## src/rtl/fetch_pkg.sv

```systemverilog
// Shared types and opcode constants for the instruction fetch sequencer.
package fetch_pkg;

  typedef enum logic [2:0] {
    IDLE,
    FETCH,
    WAIT_MEM,
    LOAD,
    START,
    EXEC,
    HALTED
  } state_t;

  localparam int         INSTR_W = 16;
  localparam logic [2:0] OP_ALU  = 3'b101;
  localparam logic [2:0] OP_MOV  = 3'b110;
  localparam logic [2:0] OP_HALT = 3'b111;

  // Opcodes the cpu can actually decode; anything else would hang it in Decode.
  function automatic logic is_exec_op(input logic [2:0] op);
    return (op == OP_ALU) || (op == OP_MOV);
  endfunction

endpackage

```

## src/rtl/pc_counter.sv

```systemverilog
// Program counter register: synchronous reset to START_PC, increments on inc
// and wraps modulo 2^PC_W.
module pc_counter #(
  parameter int              PC_W     = 8,
  parameter logic [PC_W-1:0] START_PC = '0
) (
  input  logic            clk,
  input  logic            reset,
  input  logic            inc,
  output logic [PC_W-1:0] pc
);

  // Advance the pc by one each cycle inc is high; natural overflow gives the wrap.
  always_ff @(posedge clk) begin
    if (reset) begin
      pc <= START_PC;
    end else if (inc) begin
      pc <= pc + 1'b1;
    end
  end

endmodule

```

## src/rtl/instr_fetch_seq.sv

```systemverilog
// Instruction fetch sequencer: fetches 16-bit words from instruction memory,
// loads them into the cpu instruction register and launches them, stopping on
// HALT, an undecodable opcode, or a cpu acknowledge timeout.
//
// state    | meaning
// ---------+--------------------------------------------------------------
// IDLE     | waiting for run=1 with the cpu idle (cpu_w=1)
// FETCH    | mem_rd pulse, mem_addr = pc
// WAIT_MEM | waiting for mem_valid; decode opcode of returned word
// LOAD     | cpu_load pulse with cpu_in = fetched word
// START    | cpu_s held high until cpu_w falls or the ack timer expires
// EXEC     | cpu executing; on cpu_w=1 advance pc, then fetch or idle
// HALTED   | sticky stop; left only through reset
module instr_fetch_seq
  import fetch_pkg::*;
#(
  parameter int              PC_W        = 8,
  parameter logic [PC_W-1:0] START_PC    = '0,
  parameter logic [2:0]      HALT_OP     = OP_HALT,
  parameter int              ACK_TIMEOUT = 15
) (
  input  logic               clk,
  input  logic               reset,
  input  logic               run,
  output logic               mem_rd,
  output logic [PC_W-1:0]    mem_addr,
  input  logic [INSTR_W-1:0] mem_rdata,
  input  logic               mem_valid,
  output logic [INSTR_W-1:0] cpu_in,
  output logic               cpu_load,
  output logic               cpu_s,
  input  logic               cpu_w,
  output logic [PC_W-1:0]    pc,
  output logic               busy,
  output logic               halted,
  output logic               err
);

  localparam int              CNT_W   = $clog2(ACK_TIMEOUT + 1);
  // cpu_s is high for ACK_TIMEOUT cycles at most; the last one is count ACK_TIMEOUT-1.
  localparam logic [CNT_W-1:0] TO_LAST = CNT_W'(ACK_TIMEOUT - 1);

  state_t           state;
  logic [CNT_W-1:0] to_cnt;
  logic [2:0]       op;
  logic             pc_inc;

  assign op       = mem_rdata[15:13];
  assign mem_addr = pc;
  // pc only moves once the cpu reports completion of an issued instruction.
  assign pc_inc   = (state == EXEC) && cpu_w;

  pc_counter #(
    .PC_W     (PC_W),
    .START_PC (START_PC)
  ) u_pc (
    .clk   (clk),
    .reset (reset),
    .inc   (pc_inc),
    .pc    (pc)
  );

  // Sequencer FSM; every output is set on the transition into the state it belongs to.
  always_ff @(posedge clk) begin
    if (reset) begin
      state    <= IDLE;
      mem_rd   <= 1'b0;
      cpu_load <= 1'b0;
      cpu_s    <= 1'b0;
      cpu_in   <= '0;
      busy     <= 1'b0;
      halted   <= 1'b0;
      err      <= 1'b0;
      to_cnt   <= '0;
    end else begin
      mem_rd   <= 1'b0;
      cpu_load <= 1'b0;
      unique case (state)
        IDLE: begin
          if (run && cpu_w) begin
            state  <= FETCH;
            mem_rd <= 1'b1;
            busy   <= 1'b1;
          end
        end
        FETCH: begin
          state <= WAIT_MEM;
        end
        WAIT_MEM: begin
          if (mem_valid) begin
            if (op == HALT_OP) begin
              state  <= HALTED;
              halted <= 1'b1;
              busy   <= 1'b0;
            end else if (!is_exec_op(op)) begin
              state  <= HALTED;
              halted <= 1'b1;
              err    <= 1'b1;
              busy   <= 1'b0;
            end else begin
              state    <= LOAD;
              cpu_in   <= mem_rdata;
              cpu_load <= 1'b1;
            end
          end
        end
        LOAD: begin
          state  <= START;
          cpu_s  <= 1'b1;
          to_cnt <= '0;
        end
        START: begin
          if (!cpu_w) begin
            state <= EXEC;
            cpu_s <= 1'b0;
          end else if (to_cnt == TO_LAST) begin
            state  <= HALTED;
            cpu_s  <= 1'b0;
            halted <= 1'b1;
            err    <= 1'b1;
            busy   <= 1'b0;
          end else begin
            to_cnt <= to_cnt + 1'b1;
          end
        end
        EXEC: begin
          if (cpu_w) begin
            if (run) begin
              state  <= FETCH;
              mem_rd <= 1'b1;
            end else begin
              state <= IDLE;
              busy  <= 1'b0;
            end
          end
        end
        HALTED: begin
          state <= HALTED;
        end
        default: begin
          state <= IDLE;
          busy  <= 1'b0;
        end
      endcase
    end
  end

endmodule

```

## config.mk

```make
export PLATFORM = sky130hd
export DESIGN_NAME = instr_fetch_seq
export DESIGN_NICKNAME = d
export VERILOG_FILES = /design/src/rtl/fetch_pkg.sv /design/src/rtl/pc_counter.sv /design/src/rtl/instr_fetch_seq.sv
export SDC_FILE = /design/constraint.sdc
export NUM_CORES = 1
export LEC_CHECK = 0
export CORE_ASPECT_RATIO = 0.9
export CORE_MARGIN = 1.5
export CORE_UTILIZATION = 39
export CTS_BUF_LIST = sky130_fd_sc_hd__clkbuf_4 sky130_fd_sc_hd__clkbuf_8
export DETAILED_ROUTE_END_ITERATION = 8
export MAX_ROUTING_LAYER = met4
export PLACE_DENSITY = 0.7
export SETUP_SLACK_MARGIN = 0.3
export SYNTH_ARGS = -nofsm -noshare
export SYNTH_HDL_FRONTEND = slang
export SYNTH_SLANG_ARGS = --single-unit
```

## constraint.sdc

```tcl
create_clock -name clk -period 1.8 [get_ports clk]
set_input_delay 0.54 -clock clk [delete_from_list [all_inputs] [get_ports clk]]
set_output_delay 0.54 -clock clk [all_outputs]
set_load 0.005 [all_outputs]
```

After elaboration in Yosys (flattened, before gate mapping)
Cells that the tools add are included.
Widths: inputs -> output; s select.
{"block": "word_totals", "regBits": 37, "in_bits": 21, "out_inout_bits": 38, "wordCells": 89}
{"block": "classes", "add_sub_neg": 2, "n_eq_ne": 21, "muxes": 37, "bitwise": 4, "reduce_logical": 15}
{"cell": "$mux 1", "n": 21}
{"cell": "$mux 3", "n": 7}
{"cell": "$pmux 3 s7", "n": 1}
{"cell": "$eq 3x3->1 const B", "n": 6}
{"cell": "$ne 2x2->1 const B", "n": 9}
{"cell": "$add 8x1->8 const B", "n": 1}
{"cell": "$mux 4", "n": 2}
{"cell": "$pmux 1 s2", "n": 4}
{"cell": "$pmux 4 s2", "n": 1}
{"cell": "$reduce_and 4->1", "n": 2}
{"cell": "$reduce_and 8->1", "n": 1}
{"cell": "$eq 3x2->1 const B", "n": 2}
{"cell": "$ne 3x3->1 const B", "n": 2}
{"cell": "$reduce_and 6->1", "n": 1}
{"cell": "$pmux 1 s5", "n": 1}
{"cell": "$reduce_and 5->1", "n": 1}
{"cell": "$add 4x1->4 const B", "n": 1}
{"cell": "$eq 4x4->1 const B", "n": 1}
{"cell": "$not 1->1", "n": 4}
{"cell": "$reduce_bool 2->1", "n": 2}
{"cell": "$reduce_or 4->1", "n": 1}
{"cell": "$eq 3x1->1 const B", "n": 1}
{"cell": "$logic_not 3->1", "n": 1}
{"cell": "$reduce_and 3->1", "n": 1}
{"cell": "4 further kinds", "n": 5}

Logic depth before layout (Yosys ltp)
Gate-level depths: netlist of run 1.
{"block": "depth", "ltp_word": 6, "depth_mapped": 6, "mapped_depth_nobuf": 6}

Modules after synthesis
From an unflattened synthesis of run 1, not the netlist that was laid out.
{"block": "hier_totals", "hier_cells": 216, "area_unflattened_um2": 1801.7}
{"mod": "instr_fetch_seq", "n_inst": 1, "cells_per_inst": 179, "area_per_inst_um2": 1462.7, "seq_area_each_um2": 580.6}
{"mod": "pc_counter", "n_inst": 1, "cells_per_inst": 37, "area_per_inst_um2": 339.1, "seq_area_each_um2": 160.2}

Worst setup path after synthesis of run 1
Ideal clock, no wire load.
{"block": "synth_timing", "path_type": "input port to flip-flop", "startpoint": "input port cpu_w", "endpoint": "register state[0]", "setup_ns": 0.115, "arrival_time_ns": 1.437, "t_required_ns": 1.685, "slack_ns": 0.248, "cell_stages": 5, "path_buffers": 1, "path_cell_list": "buf_2 a2111oi_0 nor3_1 a21boi_1 o21ba_1"}
{"block": "synth_via", "elab_chain_len": 3, "elab_cells_between_ends": 7, "classes_between": "eq/ne: 3; mux: 2; reduce/logical: 2"}
{"element": "from (decl)", "line_no": "instr_fetch_seq.sv:32", "rtl": "input logic cpu_w,"}
{"element": "$logic_and 1x1->1", "line_no": "instr_fetch_seq.sv:80", "rtl": "if (run && cpu_w) begin"}
{"element": "$ne 2x2->1 (no source line)"}
{"element": "$reduce_and 4->1 (no source line)"}
{"element": "to (signal assigned)", "line_no": "instr_fetch_seq.sv:81", "rtl": "state <= FETCH;"}
{"element": "to (signal assigned)", "line_no": "instr_fetch_seq.sv:87", "rtl": "state <= WAIT_MEM;"}
{"element": "to (signal assigned)", "line_no": "instr_fetch_seq.sv:92", "rtl": "state <= HALTED;"}
{"element": "to (decl)", "line_no": "instr_fetch_seq.sv:43", "rtl": "state_t state;"}
Parallel ways exist; a longest one is shown, timed or not.
A chain may end at the register's enable or synchronous reset.

Worst setup path in the final report of run 1
{"block": "layout_timing", "startpoint": "register to_cnt[0]", "endpoint": "register err"}
{"block": "layout_via", "elab_chain_len": 3}
{"element": "from (decl)", "line_no": "instr_fetch_seq.sv:44", "rtl": "logic [CNT_W-1:0] to_cnt;"}
{"element": "from (signal assigned)", "line_no": "instr_fetch_seq.sv:123", "rtl": "to_cnt <= to_cnt + 1'b1;"}
{"element": "$eq 4x4->1", "line_no": "instr_fetch_seq.sv:116", "rtl": "end else if (to_cnt == TO_LAST) begin"}
{"element": "$ne 2x2->1 (no source line)"}
{"element": "$reduce_and 6->1 (no source line)"}
{"element": "to (signal assigned)", "line_no": "instr_fetch_seq.sv:73", "rtl": "err <= 1'b0;"}
{"element": "to (signal assigned)", "line_no": "instr_fetch_seq.sv:98", "rtl": "err <= 1'b1;"}
{"element": "to (signal assigned)", "line_no": "instr_fetch_seq.sv:120", "rtl": "err <= 1'b1;"}
{"element": "to (decl)", "line_no": "instr_fetch_seq.sv:36", "rtl": "output logic err"}
No other way between the ends.

==> flow_summary.ini, run 1 <==
[sta]
finalSetupViolations = 0
finalMaxSlewViolations = 0
max_slew_margin = 0.778
hold_violations = 0
grt_setup_unrepaired = true
tightest_slew_ns = 0.329
fin_skew_ns = 0.00462
whs_ns = 0.454
fin_crit_sh = 0.799
fin_tns_setup_ns = 0
fmax_mhz = 695
min_period_ns = 1.44

[setup_path]
path_max_fanout = 3
cp-start-kind = flop
end_kind = flop
critical-path-max-stage-delay_ns = 0.35
crit_path_top_delay_cell = dfxtp_2
path_cells = inv_1, ha_1, and3_1, a32o_1, a31oi_1, nor2_1
startpoint = to_cnt[0]$_SDFFE_PP0P_
path_delay_family = compound AO/OA/AOI/OAI gates
crit_type = flop to flop
timing.rr.start = to_cnt[0]$_SDFFE_PP0P_
crit_required_ns = 1.97
arrival_ns = 1.61
cp_num_buf_inv = 1

[routing]
antenna_left = 0
drt_wl_total_um = 3860
via_per_inst = 4.87
first_pass_iters = 4
drtIter0Drc = 58
drcViolationCount = 0
vias = 1533
wl_per_cell_um = 12.3

[cts]
cts_sinks = 37
clock_latency_ns = 0.28
cts_made_buffers = 5
clkTransAtPathRegs_ns = 0.08
clock_tree.buffer_depth = 2
cts_tree = built
ctsHtreeMaxLevel = 2
cts_root_buf = clkbuf_8
postCtsHoldBufs = 0

[floorplanning]
core_mm2 = 0.00416
io_pins = 59
die_y_um = 66.0
rows = 22
initial_core_util = 0.414
die_area_mm2 = 0.00482
die-width_um = 73.0

[synth]
yosysMostFrequentCell = dfxtp_1
synth_nets = 212
synth_top_area_frac = 0.431
synth_area_per_cell_um2 = 9.14
yosysSeqAreaShare = 0.431
synth-edff-count = 0
synthFlopType = dfxtp_1
synth_top_cell_by_area = dfxtp_1
ys_ff_latch = 37
yosys_warnings = 0
synthArstFlopShare = 0
synthTopCellsByCount = 37 x dfxtp_1, 28 x nor2_1, 17 x mux2i_1
synth.distinct_cells = 42
synth.cell_area_mm2 = 0.00172
yosys-top-cells-area = dfxtp_1 43%, mux2i_1 9.9%, nor2_1 6.1%, buf_4 4.4%, xor2_1 3.6%
synthCells = 188

[power_and_ir_drop]
clkPwrFrac = 0.356
swShare = 0.269
seq_power_share = 0.404
p_sw_w = 0.000646
p_comb_frac = 0.240
peakVddDrop_uv = 666
cellInternalPower_w = 0.00175
p_leak_nw = 1.33
power-per-cell-area_mw_per_mm2 = 935

[global_routing]
grt_pass1_wl_um = 6510
antenna_found_initial = 0
grt_pass1_vias = 1444
track_usage = 0.179
grt_max_degree = 27
grt_remaining_overflow = 0

[final_layout]
n_antenna_cell = 0
finalNetCount = 278
synthToLayoutAreaGrowth_pct = 49.3
drive_gt1_frac = 0.216
final_cells = 315
fin_area_mm2 = 0.00257

[placed_design]
port_buffers = 58
dp.cells = 298
dp_hpwl_um = 2530
place_area_mm2 = 0.00235
gp_congestion = 0.781

[hold_path]
min_from = cpu_in[15]$_SDFFE_PP0P_
hold_class = flop to flop

[run_status]
outcome = finished clean

[job]
cap_violations = 0
-- layout make-up --
cell class	count	area, um2
fillers	379	1590
multi-input cells	125	858
flip-flops and latches	37	774
repair buffers	80	707
well taps	60	75.1
clock buffers	5	68.8
clock inverters	3	65.1
inverters	5	18.8
-- timing repair --
item	4_1_cts	5_1_grt
endpoints found under the setup margin	72	27
gates resized for setup	64	9
setup buffers	9	0
pin swaps	5	3
-- cells in the final DEF, fill, tap and decap left out, types with 2 or more instances in the layout --
cell type / n
nand2b_1: 3
nor3_1: 5
dlymetal6s2s_1: 2
and3_1: 3
bufinv_16: 2
buf_4: 21
nand2_1: 9
dlygate4sd2_1: 41
ha_1: 3
xor2_1: 7
a31oi_1: 3
o21ai_0: 3
dfxtp_2: 12
clkdlybuf4s50_1: 14
dfxtp_4: 5
nand3_1: 5
xnor2_1: 3
inv_1: 5
clkbuf_8: 5
nor2_1: 28
nand4_1: 4
dfxtp_1: 20
nor2b_1: 3
mux2i_1: 17
a21oi_1: 6
-- worst min-delay path: cells and delay by family, from the launching register on --
family	cells	cell delay [ns]
flops	1	0.31
compound gates	1	0.05
buf+inv	1	0.05
-- cells by family (layout without fill, tap and decap cells) --
kind of cell             Yosys count  count (layout)  synth area share
AO/OA/AOI/OAI                     21              21            0.0823
XOR/XNOR                          10              10            0.0509
adder cells (fa/ha/maj)            3               3            0.0218
buffers and inverters             26              93            0.0910
flip-flops                        37              37             0.431
multiplexers                      17              17            0.0990
AND/OR/NAND/NOR                   74              74             0.224
-- sequential cells by signal (all words and copies together), names as in the netlist --
signal and cells:
busy 1, cpu_s 1, state 3, err 1, cpu_in 16, cpu_load 1
to_cnt 4, u_pc.pc 8, halted 1, mem_rd 1
-- stage by stage --
stage | power [W] | utilization | setup WS, ns
4_1_cts | 0.00241 | 0.614 | 0.124
3_3_place_gp | 0.00156 | 0.566 | -0.197
6_report | 0.00240 | 0.618 | 0.361
5_1_grt | 0.00253 | 0.618 | 0.237
3_5_place_dp | 0.00156 | 0.566 | -0.309
2_1_floorplan | 0.00135 | - | 0.311
-- per-layer routing --
layer,share of wire,GRT usage
met1,0.46,0.217
met2,0.46,0.284
met3,0.062,0.0534
met4,0.015,0.0637
met5,0,-
-- power groups by stage --
| stage | clock (W) | sequential (W) | combinational [W] |
|---|---|---|---|
| 3_5_place_dp | 0 | 0.000985 | 0.000577 |
| 3_3_place_gp | 0 | 0.000986 | 0.000572 |
| 5_1_grt | 0.000910 | 0.000985 | 0.000630 |
| 4_1_cts | 0.000877 | 0.000964 | 0.000574 |
| 6_report | 0.000853 | 0.000970 | 0.000577 |
| 2_1_floorplan | 0 | 0.000929 | 0.000425 |
-- path summary, 6_finish.rpt --
check | to | cells after the start | slack (ns)
setup / recovery | err$_SDFFE_PP0P_ | 6 | 0.36
hold / removal | cpu_in[15]$_SDFFE_PP0P_ | 2 | 0.45
setup reg to reg | err$_SDFFE_PP0P_ | 6 | 0.36
hold reg to reg | cpu_in[15]$_SDFFE_PP0P_ | 2 | 0.45
Power figures use the tool's default switching activity.
==> inputs of run 2 (changes only) <==
--- a/config.mk
+++ b/config.mk
@@ -11,7 +11,7 @@
 export CTS_BUF_LIST = sky130_fd_sc_hd__clkbuf_4 sky130_fd_sc_hd__clkbuf_8
 export DETAILED_ROUTE_END_ITERATION = 8
 export MAX_ROUTING_LAYER = met4
-export PLACE_DENSITY = 0.7
+export PLACE_DENSITY = 0.73
 export SETUP_SLACK_MARGIN = 0.3
 export SYNTH_ARGS = -nofsm -noshare
 export SYNTH_HDL_FRONTEND = slang
==> constraint.sdc (replaced) <==
create_clock -name clk -period 1.2 [get_ports clk]
set_input_delay 0.36 -clock clk [delete_from_list [all_inputs] [get_ports clk]]
set_output_delay 0.36 -clock clk [all_outputs]
set_load 0.005 [all_outputs]
==> flow_summary.ini, run 2 (synthesis results as in run 1) <==
[setup_path]
arrival_ns = 1.69
ff2ff_path_depth = 6
crit_required_ns = 1.38
path_cells = and4bb_2, nand3_4, buf_12, buf_16, mux2i_1, nor2_1
path_max_fanout = 6
cp-start-kind = flop
crit_type = flop to flop
rrSetupSlack_ns = -0.32
end_kind = flop
path_delay_family = simple AND/OR/NAND/NOR gates
cp_num_buf_inv = 2
critical-path-max-stage-delay_ns = 0.37
worstReg2RegEnd = cpu_in[1]$_SDFFE_PP0P_
timing.rr.start = state[2]$_SDFFE_PP0P_
crit_path_top_delay_cell = dfxtp_4

[sta]
fin_tns_setup_ns = -6.42
hold_violations = 0
fin_skew_ns = 0.00718
whs_ns = 0.456
min_period_ns = 1.52
setup_slack_ns = -0.315
tightest_slew_ns = 0.336
fmax_mhz = 660
fin_crit_sh = 1.26
finalSetupViolations = 37
finalMaxSlewViolations = 0
grt_setup_unrepaired = true
max_slew_margin = 0.773

[final_layout]
n_antenna_cell = 0
reg_top3 = cpu_in (16), u_pc.pc (8), to_cnt (4)
final_cell_mix = 38 x buf_4, 30 x dfxtp_2, 28 x nor2_1, 26 x buf_6, 23 x buf_2
largest_reg_flops = 16
fin_util = 0.721
fillers = 286
finalNetCount = 312
regMostFlops = cpu_in
layout_commonest_cell = buf_4
seqCellArea_um2 = 790
drive_gt1_frac = 0.571
multi_input_area_um2 = 991
final_cells = 349
synthToLayoutAreaGrowth_pct = 74.3

[global_routing]
grt_max_degree = 28
antenna_found_initial = 0
grt_remaining_overflow = 0
grt_pass1_vias = 1568
track_usage = 0.208
grt_pass1_wl_um = 7300

[cts]
cts_tree = built
clock_latency_ns = 0.29
clock_tree.buffer_depth = 2
clkTransAtPathRegs_ns = 0.08
cts_root_buf = clkbuf_8
cts_made_buffers = 5
ctsHtreeMaxLevel = 2
postCtsHoldBufs = 0
cts_sinks = 37

[run_status]
outcome = finished with violations
violations = setup timing

[power_and_ir_drop]
p_comb_frac = 0.392
clkPwrFrac = 0.230
p_leak_nw = 1.44
peakVddDrop_uv = 678
power-per-cell-area_mw_per_mm2 = 1290
p_sw_w = 0.00120
seq_power_share = 0.378
power_w = 0.00386
swShare = 0.311
cellInternalPower_w = 0.00266

[placed_design]
gp_congestion = 0.836
dp.cells = 312
port_buffers = 58
dp_hpwl_um = 2890

[routing]
drtIter0Drc = 163
first_pass_iters = 4
antenna_left = 0
drcViolationCount = 0
vias = 1765
drt_wl_total_um = 5360
via_per_inst = 5.06
wl_per_cell_um = 15.4

[floorplanning]
die_y_um = 66.0
core_mm2 = 0.00416
die-width_um = 73.0
rows = 22
initial_core_util = 0.414
die_area_mm2 = 0.00482
io_pins = 59

[job]
cap_violations = 0

[hold_path]
hold_end = cpu_in[15]$_SDFFE_PP0P_
min_from = cpu_in[15]$_SDFFE_PP0P_
min_path_cells = 2
hold_class = flop to flop
run 2: cell types whose count changed in the layout (fill, tap and decap cells not counted), sizes merged:
cell           delta
clkdlybuf4s15     +3
bufinv            -2
dlygate4sd2      -38
clkinv            +1
buf              +72
dlymetal6s2s      -2
run 2: power by group through the flow:
stage	clock [W]	combinational, W	sequential [W]
finish	0.000886	0.00151	0.00146
global route	0.000963	0.00159	0.00147
CTS	0.000883	0.00115	0.00144
detailed placement	0	0.000916	0.00147
global placement	0	0.000905	0.00147
floorplan	0	0.000704	0.00141
run 2: worst min-delay path, cell delays in order, from the launching register on:
cell and delay (ns):
dfxtp_2 0.33, inv_1 0.04, a21oi_1 0.05
run 2: layer usage:
layer  part of all wire  global-route usage
met5                  0                   -
met4              0.020              0.0708
met3              0.052              0.0564
met2               0.51               0.361
met1               0.42               0.229
run 2: per-stage QoR:
stage	area, um2	setup WS, ns
final	3000	-0.315
after global routing	3000	-0.330
after CTS	2780	-0.238
after detailed placement	2550	-0.650
after global placement	2550	-0.644
after floorplan	1860	-0.0980
run 2: final cells by class:
type	count	share of cell area
Multi-Input combinational cell	125	0.331
Timing Repair Buffer	114	0.345
Clock buffer	6	0.0255
Inverter	5	0.00710
Clock inverter	2	0.00334
Tap cell	60	0.0251
Sequential cell	37	0.263
run 2: worst max-delay path by stage:
| stage | startpoint | endpoint | slack (ns) | cells past startpoint |
|---|---|---|---|---|
| 2_1_floorplan | state[2]$_SDFFE_PP0P_ | cpu_in[2]$_SDFFE_PP0P_ | -0.1 | 6 |
| 3_3_place_gp | cpu_w | state[0]$_SDFFE_PP0P_ | -0.64 | 6 |
| 3_5_place_dp | cpu_w | state[0]$_SDFFE_PP0P_ | -0.65 | 6 |
| 4_1_cts | state[2]$_SDFFE_PP0P_ | cpu_in[11]$_SDFFE_PP0P_ | -0.24 | 6 |
| 5_1_grt | state[2]$_SDFFE_PP0P_ | cpu_in[1]$_SDFFE_PP0P_ | -0.33 | 6 |
| 6_report | state[2]$_SDFFE_PP0P_ | cpu_in[1]$_SDFFE_PP0P_ | -0.32 | 6 |
run 2: what timing repair did:
item / in CTS / in global routing
resized for setup: 227 / 21
cloned: 2 / 0
pin swaps: 15 / 17
endpoints found under the setup margin: 75 / 75
buffers inserted: 14 / 13
==> inputs of run 3 (changes only) <==
--- a/config.mk
+++ b/config.mk
@@ -7,11 +7,10 @@
 export LEC_CHECK = 0
 export CORE_ASPECT_RATIO = 0.9
 export CORE_MARGIN = 1.5
-export CORE_UTILIZATION = 39
-export CTS_BUF_LIST = sky130_fd_sc_hd__clkbuf_4 sky130_fd_sc_hd__clkbuf_8
+export CORE_UTILIZATION = 40
 export DETAILED_ROUTE_END_ITERATION = 8
 export MAX_ROUTING_LAYER = met4
-export PLACE_DENSITY = 0.73
+export PLACE_DENSITY = 0.75
 export SETUP_SLACK_MARGIN = 0.3
 export SYNTH_ARGS = -nofsm -noshare
 export SYNTH_HDL_FRONTEND = slang
==> flow_summary.ini, run 3 (synthesis results as in run 1) <==
[cts]
clkTransAtPathRegs_ns = 0.09
ctsHtreeMaxLevel = 2
postCtsHoldBufs = 0
cts_root_buf = clkbuf_8
cts_made_buffers = 5
cts_tree = built
cts_sinks = 37
clock_tree.buffer_depth = 2
clock_latency_ns = 0.30

[setup_path]
path_max_fanout = 7
crit_required_ns = 1.40
crit_type = flop to flop
startpoint = state[0]$_SDFFE_PP0P_
timing.rr.start = state[0]$_SDFFE_PP0P_
end_kind = flop
cp-start-kind = flop
arrival_ns = 1.59

[final_layout]
drive_gt1_frac = 0.585
fin_util = 0.725
final_cell_mix = 35 x buf_4, 29 x dfxtp_2, 27 x nor2_1, 27 x buf_6, 23 x buf_2
largest_reg_flops = 16
final_cells = 330
reg_top3 = cpu_in (16), u_pc.pc (8), to_cnt (4)
finalNetCount = 305
regMostFlops = cpu_in
synthToLayoutAreaGrowth_pct = 73.1
layout_commonest_cell = buf_4
n_antenna_cell = 0
fillers = 282

[routing]
drcViolationCount = 0
vias = 1692
wl_per_cell_um = 15.1
via_per_inst = 5.13
drtIter0Drc = 73
drt_wl_total_um = 4990
antenna_left = 0
first_pass_iters = 4

[global_routing]
track_usage = 0.225
grt_remaining_overflow = 0
grt_pass1_wl_um = 7860
grt_pass1_vias = 1689
antenna_found_initial = 0
grt_max_degree = 15

[floorplanning]
rows = 22
die_y_um = 65.2
initial_core_util = 0.419
io_pins = 59
core_mm2 = 0.00410
die_area_mm2 = 0.00470
die-width_um = 72.1

[sta]
max_slew_margin = 0.750
finalSetupViolations = 32
setup_slack_ns = -0.193
fin_skew_ns = 0.0114
fin_crit_sh = 1.16
tightest_slew_ns = 0.370
min_period_ns = 1.39
hold_violations = 0
grt_setup_unrepaired = true
whs_ns = 0.445
finalMaxSlewViolations = 0
fmax_mhz = 718

[placed_design]
port_buffers = 58
gp_congestion = 0.794
dp_hpwl_um = 2870
place_worst_setup_slack_ns = -0.683
dp.cells = 302

[run_status]
outcome = finished with violations
violations = setup timing

[power_and_ir_drop]
p_leak_nw = 1.40
power-per-cell-area_mw_per_mm2 = 1310
power_w = 0.00391
peakVddDrop_uv = 675

[hold_path]
hold_class = input port to flop
min_from = mem_rdata[14]

[job]
cap_violations = 0
run 3: layout make-up:
type                            count  area (um2)  share of cell area
Clock buffer                        5        68.8              0.0231
Tap cell                           48        60.1              0.0202
Inverter                            5        18.8             0.00631
Timing Repair Buffer              107         958               0.322
Clock inverter                      3        46.3              0.0156
Sequential cell                    37         792               0.266
Multi-Input combinational cell    125        1030               0.347
run 3: stage by stage:
stage | area (um2) | TNS (ns)
6_report | 2980 | -3.75
5_1_grt | 2980 | -5.26
4_1_cts | 2890 | -2.82
3_5_place_dp | 2550 | -20.09
3_3_place_gp | 2550 | -19.44
2_1_floorplan | 1860 | -0.811
run 3: worst max-delay path, stage by stage (launching register included):
cell      delay [ns]
dfxtp_4         0.40
and4bb_2        0.27
buf_4           0.16
a32oi_2         0.19
nand4_1         0.13
mux2i_1         0.14
run 3: where the power goes:
part	internal [W]	total [W]	leakage, nW	switching (W)
clock network	0.000622	0.00113	0.0543	0.000506
logic	0.000746	0.00130	1.03	0.000557
registers	0.00135	0.00148	0.317	0.000126
run 3: path summary, 6_finish.rpt:
path	depth (start not counted)	to	slack, ns
worst max register to register	5	busy$_SDFFE_PP0P_	-0.19
worst min-delay path	4	cpu_in[14]$_SDFFE_PP0P_	0.44
worst min register to register	2	cpu_in[15]$_SDFFE_PP0P_	0.47
worst max-delay path	5	busy$_SDFFE_PP0P_	-0.19
run 3: routing by layer:
metal / track usage / routed length (um) / vias to the layer above
li1: - / - / 824
met1: 0.245 / 2090 / 816
met2: 0.394 / 2580 / 45
met3: 0.0690 / 231 / 7
met4: 0.0755 / 85 / 0
met5: - / 0 / -
run 3: timing repair:
item,CTS,global route
gates cloned,2,0
pin swaps,15,5
setup buffers,15,3
setup endpoints to repair,75,75
resized for setup,241,14
==> edit 1: new RTL, settings of run 2 <==
Make the reset (`reset`) asynchronous in 2 clocked blocks. Comments in the files are not updated.
--- a/src/rtl/pc_counter.sv
+++ b/src/rtl/pc_counter.sv
@@ -12,5 +12,5 @@
 
   // Advance the pc by one each cycle inc is high; natural overflow gives the wrap.
-  always_ff @(posedge clk) begin
+  always_ff @(posedge clk or posedge reset) begin
     if (reset) begin
       pc <= START_PC;
--- a/src/rtl/instr_fetch_seq.sv
+++ b/src/rtl/instr_fetch_seq.sv
@@ -62,5 +62,5 @@
 
   // Sequencer FSM; every output is set on the transition into the state it belongs to.
-  always_ff @(posedge clk) begin
+  always_ff @(posedge clk or posedge reset) begin
     if (reset) begin
       state    <= IDLE;
Behaviour: differs if reset is asserted again (counterexample within 4 cycles, from zero or initial values and one cycle with reset high); with reset held inactive, the same outputs for 10 cycles.
==> edit 1 against run 2 <==
The flow still finishes with violations (negative setup slack). Critical path depth stayed put. Cell area up 11%. Area after synthesis is 6.4% higher. Setup slack got worse by 290 ps. Global-route usage is 1.0 points higher. Routed wire length is 14% higher. Sequential cell count stayed put. Largest cell class unchanged.
Power is not compared: it rests on default switching activity, and its combinational part moved more than twofold at a synthesized area within 25%.
==> edit 1: results <==
{
  "ctsResizeCount": 214,
  "met1_length_mm": 2.37,
  "synthFlopType": "dfrtp_1",
  "placed_area_um2": 2800,
  "grt_start_max_net_pins": 38,
  "pwr-share-seq_pct": 27.7,
  "met3_length_um": 296,
  "skew_ps": 7.00,
  "setup_slack_ps": -609,
  "pre_cts_ws_ps": -925,
  "first_global_vias": 1697,
  "dr_wl_met2_mm": 3.21,
  "ys_seq_area_share_pct": 50.6,
  "drt-initial-drc-count": 65,
  "worst_pin_slew_ps": 384,
  "setup_viol": 42,
  "place.gp.congestion": 0.780,
  "grtUsageMet3_pct": 5.45,
  "hold-worst-slack_ps": 455,
  "synth_cell_types": 43,
  "grt_util_met2_pct": 37.4,
  "grt_use_met1_pct": 23.7,
  "syn-num-nets": 186,
  "syn_inst": 162,
  "startpoint": "state[0]$_DFFE_PP0P_",
  "async_reset_ff_share_pct": 100,
  "top_layer_used": "met4",
  "endpoint": "cpu_in[4]$_DFFE_PP0P_",
  "drive_gt1_share_pct": 63.1,
  "fin_cells": 360,
  "worst-path-max-fanout": 9,
  "fillers": 279,
  "grt_pass1_wl_mm": 7.81,
  "wire_per_inst_um": 16.9,
  "synth_common_cells": "dfrtp_1 (37), nand2_1 (15), mux2_2 (10)",
  "ys_warn_count": 0,
  "violations": "negative setup slack",
  "final_design_area_no_fill_um2": 3320,
  "min_path_type": "in2async",
  "track_usage_pct": 21.8,
  "dp_hpwl_mm": 3.13,
  "status": "finished with violations",
  "synth.area.top_cells": "dfrtp_1 (51%), mux2_2 (6.2%), mux2_4 (5.7%)",
  "cp.arrival_ps": 1990,
  "nets": 322,
  "reg2reg_depth": 6,
  "cts_setup_buffers": 30,
  "dr_total_vias": 1804
}
[edit 1: area by class of cell]
cell class,instances,area share [%]
clock buffers,5,2.07
clock inverters,2,1.06
inverters,8,1.09
multi-input cells,102,28.3
flip-flops and latches,37,28.1
well taps,62,2.34
repair buffers,144,37.1
[edit 1: metrics by stage]
stage               setup TNS, ps  power, mW
floorplan                  -10040       3.53
global placement           -27860       5.04
detailed placement         -28860       5.12
CTS                        -13200       6.76
global route               -17780       7.75
finish                     -15880       7.35
[edit 1: worst max-delay path: stages (launching register included)]
cell     delay, ps
dfrtp_2        450
and3b_2        240
a21oi_2        160
o21ai_2        110
or2_4          280
buf_12         160
mux2_4         300
[edit 1: cells by family after synthesis]
logic type               synth area share, %
flip-flops                              50.6
AO/OA/AOI/OAI                           9.51
XOR/XNOR                                4.31
buffers and inverters                   8.21
AND/OR/NAND/NOR                         12.3
adder cells (fa/ha/maj)                 2.05
multiplexers                            13.0
==> edit 2: new RTL, settings of run 2 <==
Made on the original files. Change the package constant `INSTR_W` from 16 to 24.
--- a/src/rtl/fetch_pkg.sv
+++ b/src/rtl/fetch_pkg.sv
@@ -12,5 +12,5 @@
   } state_t;
 
-  localparam int         INSTR_W = 16;
+  localparam int         INSTR_W = 24;
   localparam logic [2:0] OP_ALU  = 3'b101;
   localparam logic [2:0] OP_MOV  = 3'b110;
Interface: changed (resized cpu_in and mem_rdata); port bits go from 59 to 75. The function was not compared with the original's and may differ.
==> edit 2 against run 2 <==
The run still ends with negative setup slack left. Power is 24% higher. Clock skew grew 1.1 ps. Sequential cell count increased by 8. Routed wire length rose by 24%. Clock power up 39%. Area after synthesis is 15% higher. Via count is 23% higher. Cell area is 26% higher. Setup slack better by 35 ps. Count of clock-buffer cells in the layout is 1 higher. Critical path type unchanged. Critical endpoint is now cpu_in[20]$_SDFFE_PP0P_. Largest power group is now sequential cells.
==> edit 2: results <==
{
  "clk_latency_ps": 300,
  "reg2reg_depth": 6,
  "grt_pass1_wl_mm": 9.90,
  "r2r_end": "cpu_in[20]$_SDFFE_PP0P_",
  "syn-num-nets": 268,
  "worst_pin_slew_ps": 338,
  "cts_root_buffer": "clkbuf_8",
  "firstDrtPassIters": 4,
  "drive_gt1_share_pct": 61.6,
  "grtUsageMet3_pct": 4.65,
  "async_reset_ff_share_pct": 0,
  "leakage_nw": 1.59,
  "ys_warn_count": 0,
  "first_global_vias": 2105,
  "grt_use_met1_pct": 27.0,
  "grt_util_met2_pct": 40.1,
  "p_sw_share_pct": 29.6,
  "critPathTopFamily": "simple AND/OR/NAND/NOR gates",
  "track_usage_pct": 23.5,
  "synth_cell_types": 47,
  "drt-initial-drc-count": 82,
  "worst-path-max-fanout": 8,
  "nets": 398,
  "dp_hpwl_mm": 3.79,
  "hold_start": "cpu_in[11]$_SDFFE_PP0P_",
  "fillers": 317,
  "skew_ps": 8.29,
  "grt_start_max_net_pins": 21,
  "min_to": "cpu_in[11]$_SDFFE_PP0P_",
  "violations": "negative setup slack",
  "startpoint": "state[0]$_SDFFE_PP0P_",
  "holdPathStages": 2,
  "dr_total_vias": 2176,
  "setup_slack_ps": -280,
  "ir_drop_mv": 0.826,
  "synth.area.top_cells": "dfxtp_1 (45%), nand2_1 (9.9%), a21oi_1 (7.3%)",
  "setup_viol": 49,
  "reg.largest.list": "cpu_in: 24 flops, u_pc.pc: 8 flops, to_cnt: 4 flops",
  "status": "finished with violations",
  "wire_per_inst_um": 15.3,
  "antenna_found_initial": 0,
  "portBuffers": 74,
  "synth_common_cells": "nand2_1 (52), dfxtp_1 (45), a21oi_1 (29)",
  "pre_cts_ws_ps": -688,
  "ys_seq_area_share_pct": 45.5,
  "tritoncts.num_buffers": 5,
  "place.gp.congestion": 0.800
}
## edit 2: cell types whose count changed after synthesis, moves of 2 or more
cell            run 2  this run
inv_1               5         3
nor2_1             28        14
nand2_1             9        52
nand3_1             6         8
dfxtp_1            37        45
a21oi_1             6        29
mux2i_1            17         1
## edit 2: worst max path at each step
stage	to	cells past startpoint	slack, ps
3_5_place_dp	busy$_SDFFE_PP0P_	6	-690
4_1_cts	to_cnt[1]$_SDFFE_PP0P_	6	-210
6_report	cpu_in[20]$_SDFFE_PP0P_	6	-280
5_1_grt	cpu_in[20]$_SDFFE_PP0P_	6	-310
3_3_place_gp	to_cnt[1]$_SDFFE_PP0P_	5	-640
2_1_floorplan	to_cnt[1]$_SDFFE_PP0P_	6	-290
## edit 2: logic make-up (layout without fill, tap and decap cells)
logic type               after synthesis  in the layout  share of synthesized area [%]
AO/OA/AOI/OAI                         44             44                           13.5
XOR/XNOR                              10             10                           4.42
adder cells (fa/ha/maj)                3              3                           1.90
buffers and inverters                 26            157                           7.58
flip-flops                            45             45                           45.5
multiplexers                           1              1                          0.505
AND/OR/NAND/NOR                      107            107                           26.7
## edit 2: what timing repair did
| action | 4_1_cts | 5_1_grt |
|---|---|---|
| cloned | 2 | 0 |
| endpoints found under the setup margin | 91 | 91 |
| pin swaps | 22 | 25 |
| resized for setup | 274 | 46 |
| setup buffers | 24 | 6 |
## edit 2: metal layers
metal / up-vias / wire length (um)
met5: - / 0
met4: 0 / 121
met3: 13 / 279
met2: 60 / 3480
met1: 1046 / 2740
li1: 1057 / -
## edit 2: power groups by stage
stage / registers (mW) / clock network [mW] / logic [mW]
after CTS: 1.78 / 1.25 / 1.61
after floorplan: 1.77 / 0 / 0.862
final: 1.78 / 1.23 / 1.77
after global routing: 1.79 / 1.31 / 1.89
after detailed placement: 1.82 / 0 / 1.34
after global placement: 1.81 / 0 / 1.31
## edit 2: final cells by class
cell class,instances,area (um^2),share of cell area [%]
Timing Repair Buffer,146,1380,36.7
Multi-Input combinational cell,165,1210,32.2
Sequential cell,45,961,25.5
Clock buffer,7,90.1,2.39
Tap cell,65,81.3,2.16
Clock inverter,1,30.0,0.797
Inverter,3,11.3,0.299
## edit 2: per-stage QoR
stage          utilization [%]  area (um^2)  hold WS, ps  setup TNS (ps)  std cells
6_report                  77.5         3770          451           -8120        432
5_1_grt                   77.5         3770          479          -10340        432
4_1_cts                   72.3         3520          455           -6320        426
3_5_place_dp              64.5         3140          447          -25670        392
3_3_place_gp              64.5         3140          440          -23820        392
2_1_floorplan                -         2170          453           -3040        236
## edit 2: worst reg2reg max path, delay by kind of cell, from the launching register on
family                 cells  cell delay (ps)
AO/OA/AOI/OAI              1              140
buffers and inverters      2              230
flip-flops                 1              380
AND/OR/NAND/NOR            3              650
